**config.mk**
```make
export PLATFORM = sky130hd
export DESIGN_NAME = memory_pipe
export DESIGN_NICKNAME = d
export VERILOG_FILES = /design/src/rtl/memory_pipe.sv
export SDC_FILE = /design/constraint.sdc
export NUM_CORES = 1
export LEC_CHECK = 0
export ABC_AREA = 0
export CAP_MARGIN = 20
export CORE_ASPECT_RATIO = 1.75
export CORE_MARGIN = 3
export CORE_UTILIZATION = 55
export DETAILED_ROUTE_END_ITERATION = 10
export GPL_TIMING_DRIVEN = 0
export PLACE_DENSITY = 0.75
export SLEW_MARGIN = 20
export SYNTH_ARGS = -nofsm -noshare
export SYNTH_HDL_FRONTEND = slang
export SYNTH_SLANG_ARGS = --single-unit
```
**constraint.sdc**
```tcl
create_clock -name clk -period 1.8 [get_ports clk]
set_input_delay 0.18 -clock clk [delete_from_list [all_inputs] [get_ports clk]]
set_output_delay 0.18 -clock clk [all_outputs]
set_load 0.01 [all_outputs]
```
**src/rtl/memory_pipe.sv**
```systemverilog
// Single-port synchronous memory with byte enables, valid/ready requests, a pipelined
// read path of RLAT stages and a hardware sweep that fills every word with INIT_VAL.
module memory_pipe #(
  parameter int unsigned        AWIDTH   = 5,
  parameter int unsigned        DWIDTH   = 8,
  parameter int unsigned        RLAT     = 1,
  parameter logic [DWIDTH-1:0]  INIT_VAL = '0
) (
  input  logic                clk,
  input  logic                rst_n,
  input  logic                req_valid,
  output logic                req_ready,
  input  logic                req_wr,
  input  logic [AWIDTH-1:0]   req_addr,
  input  logic [DWIDTH-1:0]   req_wdata,
  input  logic [DWIDTH/8-1:0] req_be,
  output logic                rsp_valid,
  output logic [DWIDTH-1:0]   rsp_rdata,
  input  logic                init_start,
  output logic                init_busy
);

  localparam int unsigned NBYTES = DWIDTH / 8;
  localparam int unsigned DEPTH  = 2 ** AWIDTH;

  typedef enum logic [0:0] {StInit, StIdle} state_e;

  state_e              r_state;
  logic [AWIDTH-1:0]   r_cnt;
  logic                r_ready;
  logic                r_busy;
  logic [DWIDTH-1:0]   r_mem [DEPTH];
  logic [RLAT-1:0]     r_vld;
  logic [DWIDTH-1:0]   r_dat [RLAT];

  logic w_acc;
  logic w_wr_acc;
  logic w_rd_acc;
  logic w_sweep_we;

  assign w_acc      = req_valid & r_ready;
  assign w_wr_acc   = w_acc & req_wr;
  assign w_rd_acc   = w_acc & ~req_wr;
  assign w_sweep_we = (r_state == StInit);

  // Sweep sequencer; the last address is detected explicitly so the counter never wraps.
  always_ff @(posedge clk or negedge rst_n) begin
    if (!rst_n) begin
      r_state <= StInit;
      r_cnt   <= '0;
      r_ready <= 1'b0;
      r_busy  <= 1'b1;
    end else begin
      unique case (r_state)
        StInit: begin
          if (r_cnt == '1) begin
            r_state <= StIdle;
            r_ready <= 1'b1;
            r_busy  <= 1'b0;
          end else begin
            r_cnt <= r_cnt + AWIDTH'(1);
          end
        end
        StIdle: begin
          if (init_start) begin
            r_state <= StInit;
            r_cnt   <= '0;
            r_ready <= 1'b0;
            r_busy  <= 1'b1;
          end
        end
        default: begin
          r_state <= StInit;
          r_cnt   <= '0;
          r_ready <= 1'b0;
          r_busy  <= 1'b1;
        end
      endcase
    end
  end

  // Storage is deliberately not reset; only the sweep and writes define its contents.
  always_ff @(posedge clk) begin
    if (w_sweep_we) begin
      r_mem[r_cnt] <= INIT_VAL;
    end else if (w_wr_acc) begin
      for (int unsigned i = 0; i < NBYTES; i++) begin
        if (req_be[i]) begin
          r_mem[req_addr][8*i +: 8] <= req_wdata[8*i +: 8];
        end
      end
    end
  end

  // Data stages only advance behind a valid, so the last stage holds its value between reads.
  always_ff @(posedge clk or negedge rst_n) begin
    if (!rst_n) begin
      r_vld <= '0;
      for (int unsigned i = 0; i < RLAT; i++) begin
        r_dat[i] <= '0;
      end
    end else begin
      r_vld[0] <= w_rd_acc;
      if (w_rd_acc) begin
        r_dat[0] <= r_mem[req_addr];
      end
      for (int unsigned i = 1; i < RLAT; i++) begin
        r_vld[i] <= r_vld[i-1];
        if (r_vld[i-1]) begin
          r_dat[i] <= r_dat[i-1];
        end
      end
    end
  end

  assign req_ready = r_ready;
  assign init_busy = r_busy;
  assign rsp_valid = r_vld[RLAT-1];
  assign rsp_rdata = r_dat[RLAT-1];

endmodule
```
After elaboration in Yosys (flattened, before gate mapping):

Memories as Yosys holds them, arrays and structs flattened. A register that Yosys moved wholly into a read port is not among the register bits.
Index checks and enable logic that the tools add are counted.

* flip-flop bits (word level): 9
* output and inout port bits: 11
* bits in writable memories: 256
* word-level logic and storage cells: 40
* memories kept: 1

Memory list
* r_mem: words 32, bits a word 8, read ports 1, clocked after memory_dff 1, write ports 1, RTL line 32 `logic [DWIDTH-1:0] r_mem [DEPTH];`

* eq/ne operators: 4
* reduce and logical (&&, ||, !) cells: 4
* muxes and demuxes: 20
* add/sub/neg operators: 1
* bitwise gates (word level): 5

Operators by type and width (count)
* 5-bit 2-to-1 mux: 3
* 1-bit 2-to-1 mux: 12
* 5-bit case mux with 2 select lines: 1
* 8-bit 2-to-1 mux: 1
* 8-bit OR reduction: 1
* 1-bit case mux with 2 select lines: 3
* 5-bit by 1-bit adder with 5-bit output (second input constant): 1
* 5-bit equality test (second input constant): 1
* 2-bit inequality test (second input constant): 2
* 2-bit AND reduction: 2
* 1-bit bitwise AND: 3
* 2-bit by 1-bit inequality test with 1-bit output (second input constant): 1
* 1-bit NOT: 2
* 1-bit zero test: 1

Logic depth before layout (Yosys ltp):

* depth in word-level cells: 7
* mapped depth: 8
* gate-level depth less buffers: 7

Worst setup path before layout:

OpenSTA, ideal clock, no wires.

* path type: register -> register
* start: reg r_state
* end: mem r_mem[16][0] (enable)
* library setup time: 370 ps
* stages on the path, launching flop included: 7
* path buffers: 1
* arrival: 1602 ps
* path slack: -173 ps
* clock period less this slack: 1973 ps
* path through: dfrtp_1 and3_1 nor2b_1 buf_2 nor4b_1 nor2_1 nor2_1

* longest elaborated chain between the ends: 4
* elaborated cells between the ends (all ways): 6
* those cells by class: mux: 5; reduce/logical: 1

Ends and longest elaborated chain
* from (decl): RTL line 28 `state_e r_state;`
* from (signal assigned): RTL line 49 `r_state <= StInit;`
* from (signal assigned): RTL line 57 `r_state <= StIdle;`
* from (signal assigned): RTL line 66 `r_state <= StInit;`
* 1-bit 2-to-1 mux: RTL line 84 `if (w_sweep_we) begin`
* 1-bit 2-to-1 mux (implied by the code): RTL line 89 `r_mem[req_addr][8*i +: 8] <= req_wdata[8*i +: 8];`
* 8-bit OR reduction (no line)
* 5-bit 2-to-1 mux (no line) or 1-bit 2-to-1 mux (tied branches)
* to (decl): RTL line 32

Parallel ways exist; a longest one is shown, timed or not.

Final worst setup path:

* start: reg r_cnt[2]
* end: mem r_mem[30][2] (enable)

* longest elaborated chain between the ends: 1

Ends and longest elaborated chain
* from (decl): RTL line 29 `logic [AWIDTH-1:0] r_cnt;`
* from (signal assigned): RTL line 61 `r_cnt <= r_cnt + AWIDTH'(1);`
* 5-bit 2-to-1 mux (no line)

Every way passes these cells.

==> metrics <==
number of fillers in the final layout 1269; Total Negative Setup Slacks -17.70 ns; cell types with the largest area share after synthesis sky130_fd_sc_hd__edfxtp_1 68%, sky130_fd_sc_hd__mux2i_1 12%, sky130_fd_sc_hd__dfrtp_1 3.6%, sky130_fd_sc_hd__a221oi_2 2.1%, sky130_fd_sc_hd__a22oi_1 2.1%; wire length of the first global-routing pass 40510 um; synthesized netlist cell count 662; Top Ports 30; unrepaired setup endpoints after global routing true; Layout Utilization 68.45%; relative max-transition margin 39.03%; number of antenna violations at the first check in global routing 0; slew at the pin closest to its max-slew limit 0.9117 ns; Chip Width 114.1 um; share of the synthesized area in the top cell type 68.39%; worst min path class input pin to flip-flop; syn nets 683; final weighted congestion in routability-driven placement 0.9050; remaining global-route overflow 0; clock-pin slew reported for the worst setup and hold paths after clock tree synthesis 0.07 ns; worst setup slack after layout -0.1312 ns; post-cts hold buffer count 0; largest vdd supply drop 1.111 mV; routed via count divided by cell count 6.418; Die Height 195.1 um; CTS H-tree depth 1; maximum number of pins on one net before global-route repair 33; data arrival time of the worst path 2.14 ns; DRC violation total after the first TritonRoute iteration 521; Worst Skew 0.01889 ns; Final Critical Period 1.931 ns; post-synthesis cell type count 39; total of flip-flops plus latches after synthesis 273; count of flip-flops with a built-in enable after synthesis 256; Post-Synthesis Cell Area 0.01124 mm^2; Diodes inserted 0; worst setup path category flip-flop to flip-flop; result of the run finished with violations; kind of cell adding the most delay to the critical path simple AND/OR/NAND/NOR gates; Final nets 762; placeable core region 0.01991 mm^2; area overhead of the layout relative to synthesis 21.23%; clock tree from TritonCTS built; residual antenna-violating net count after detailed routing 0; dominant cell type by area after synthesis sky130_fd_sc_hd__edfxtp_1; Mean Syn Cell Area 16.98 um^2; warning count from the yosys run 0; area enclosed by the die boundary 0.02226 mm^2; number of failing setup endpoints in the final timing report 248; Slew Viols, Final 0; Post-synth ARST share 6.227%; post-route worst hold slack 0.03974 ns; reported max-cap violation count 0; Buffers & Inverters on Critical Path 2; via count of the first global-routing pass 6738; total detailed-routing wirelength 27570 um; power per cell area 1242 mW/mm^2; largest stage delay on the critical path 0.35 ns; Main synth FF type sky130_fd_sc_hd__edfxtp_1; Hold Vio Cnt, Final 0; Max clock buf depth 3; FP Rows 68; leakage power total 4.960 nW; later-pin clock latency in the skew report 0.52 ns; failing checks setup timing; Inserted Clock Buffers 23; final clock period utilization by the worst path 107.3%; maximum fanout encountered on the critical timing path 10; Clk Tree Root Cell sky130_fd_sc_hd__clkbuf_16; total via count after detailed routing 6437; cells traversed along the worst timing path buf_2, nand2_1, nor3b_2, a41oi_2, buf_12, nor2_4; final routed wire length divided by cell count 27.49 um; register area share after synthesis 72.18%; kind of end point of the critical path flip-flop; Total GRT Usage 24.60%; Required @ worst endpoint 2.00 ns; post-detailed-route DRC marker count 0; cell with the biggest individual delay on the critical path sky130_fd_sc_hd__dfrtp_1; input/output buffers 27; Pre-antenna DRT Iters 5; maximum operating frequency 517.8 MHz; half-perimeter wire length after placement 17720 um; share of final-layout standard cells stronger than drive strength 1 26.91%; crit path launch type flip-flop; Initial Util 56.46%; total clock sinks 273
logic make-up (layout without fill, tap and decap cells):
logic type | count (synthesis) | in the layout | share of synthesized area [%]
muxes | 131 | 131 | 11.67
buffers and inverters | 51 | 147 | 3.039
and+or+nand+nor | 89 | 89 | 3.762
xor gates and xnor gates | 3 | 3 | 0.2338
adders and majority gates | 2 | 2 | 0.2226
DFF | 273 | 273 | 72.18
AOI/OAI and AO/OA | 113 | 113 | 8.894
sequential cells by signal, summed over array words and instances (netlist names):
name and cells:
init_busy 1, r_cnt 5, r_mem 256, r_state 1, req_ready 1, rsp_rdata 8
rsp_valid 1
cells in the mapped netlist, drive strengths merged, types with 2 or more instances:
master  count
or2         2
a221oi     16
buf        26
a32oi       4
a31oi       3
a22o       16
nor2       40
mux2i     131
a21oi      18
o41ai       8
ha          2
nand2      16
o22ai      14
a22oi      32
nor2b       5
and3        2
inv         9
nand2b      2
xor2        2
and2        9
dfrtp      16
edfxtp    256
nor3        6
a41oi       2
nor4b       3
clkbuf     16
path summary, 6_finish.rpt:
kind / start / cells after the start / slack [ns] / endpoint
max in group asynchronous: rst_n / 1 / 1.00 / req_ready$_DFFE_PN0P_
min in group asynchronous: rst_n / 1 / 0.17 / rsp_rdata[5]$_DFFE_PN0P_
worst max register to register: r_cnt[2]$_DFFE_PN0N_ / 6 / -0.13 / r_mem[30][2]$_DFFE_PP_
worst min-delay path: init_start / 2 / 0.04 / r_cnt[4]$_DFFE_PN0N_
worst min register to register: init_busy$_DFFE_PN1P_ / 2 / 0.51 / init_busy$_DFFE_PN1P_
worst max-delay path: r_cnt[2]$_DFFE_PN0N_ / 6 / -0.13 / r_mem[30][2]$_DFFE_PP_
per-layer routing:
layer	wire length, um	track usage, %	vias up
li1	-	-	2790
met1	9732	29.11	3243
met2	14500	43.31	313
met3	1704	2.977	91
met4	1639	12.95	0
met5	0	0	-
final cells by class:
cell class,count,area (um^2),area share (%)
Clock inverter,12,187.7,1.377
Tap cell,245,306.5,2.250
Sequential cell,273,8119,59.58
Clock buffer,30,631.9,4.637
Inverter,9,33.78,0.2479
Timing Repair Buffer,58,675.6,4.958
Multi-Input combinational cell,338,3339,24.51
Buffer,38,332.8,2.442
worst reg2reg max path: cells and delay by family (launching register included):
| kind | cells | cell delay (ns) |
|---|---|---|
| flops | 1 | 0.35 |
| simple gates | 3 | 0.72 |
| buf+inv | 2 | 0.46 |
| compound gates | 1 | 0.09 |
power breakdown:
part           total [mW]  leakage, nW  switching, mW  internal [mW]
registers            7.93         2.69          0.294           7.64
clock network        5.39        0.406           2.19           3.20
logic                3.59         1.86           2.17           1.43
stage by stage:
stage,instance area [um^2],total power [mW],setup WS (ns),cells
final,13630,16.92,-0.1312,1003
after global routing,13630,17.37,-0.1991,1003
after CTS,13530,16.72,-0.09156,1001
after detailed placement,11990,10.56,-1.188,934
after global placement,11990,10.46,-1.080,934
after floorplan,11410,9.684,-0.1032,662
placed cells by master, fill, tap and decap left out, drive strengths merged, types with 4 or more instances in the layout:
| cell type | count |
|---|---|
| a21oi | 18 |
| a221oi | 16 |
| a22o | 16 |
| a22oi | 32 |
| a32oi | 4 |
| and2 | 9 |
| buf | 57 |
| bufinv | 5 |
| clkbuf | 43 |
| clkdlybuf4s50 | 25 |
| clkinv | 6 |
| dfrtp | 16 |
| edfxtp | 256 |
| inv | 10 |
| mux2i | 131 |
| nand2 | 16 |
| nor2 | 40 |
| nor2b | 5 |
| nor3 | 6 |
| o22ai | 14 |
| o41ai | 8 |
what timing repair did:
action / CTS / global route
resized for setup: 93 / 23
setup buffers: 28 / 8
pin swaps: 31 / 19
setup endpoints to repair: 523 / 349
(Power assumes the default switching activity.)
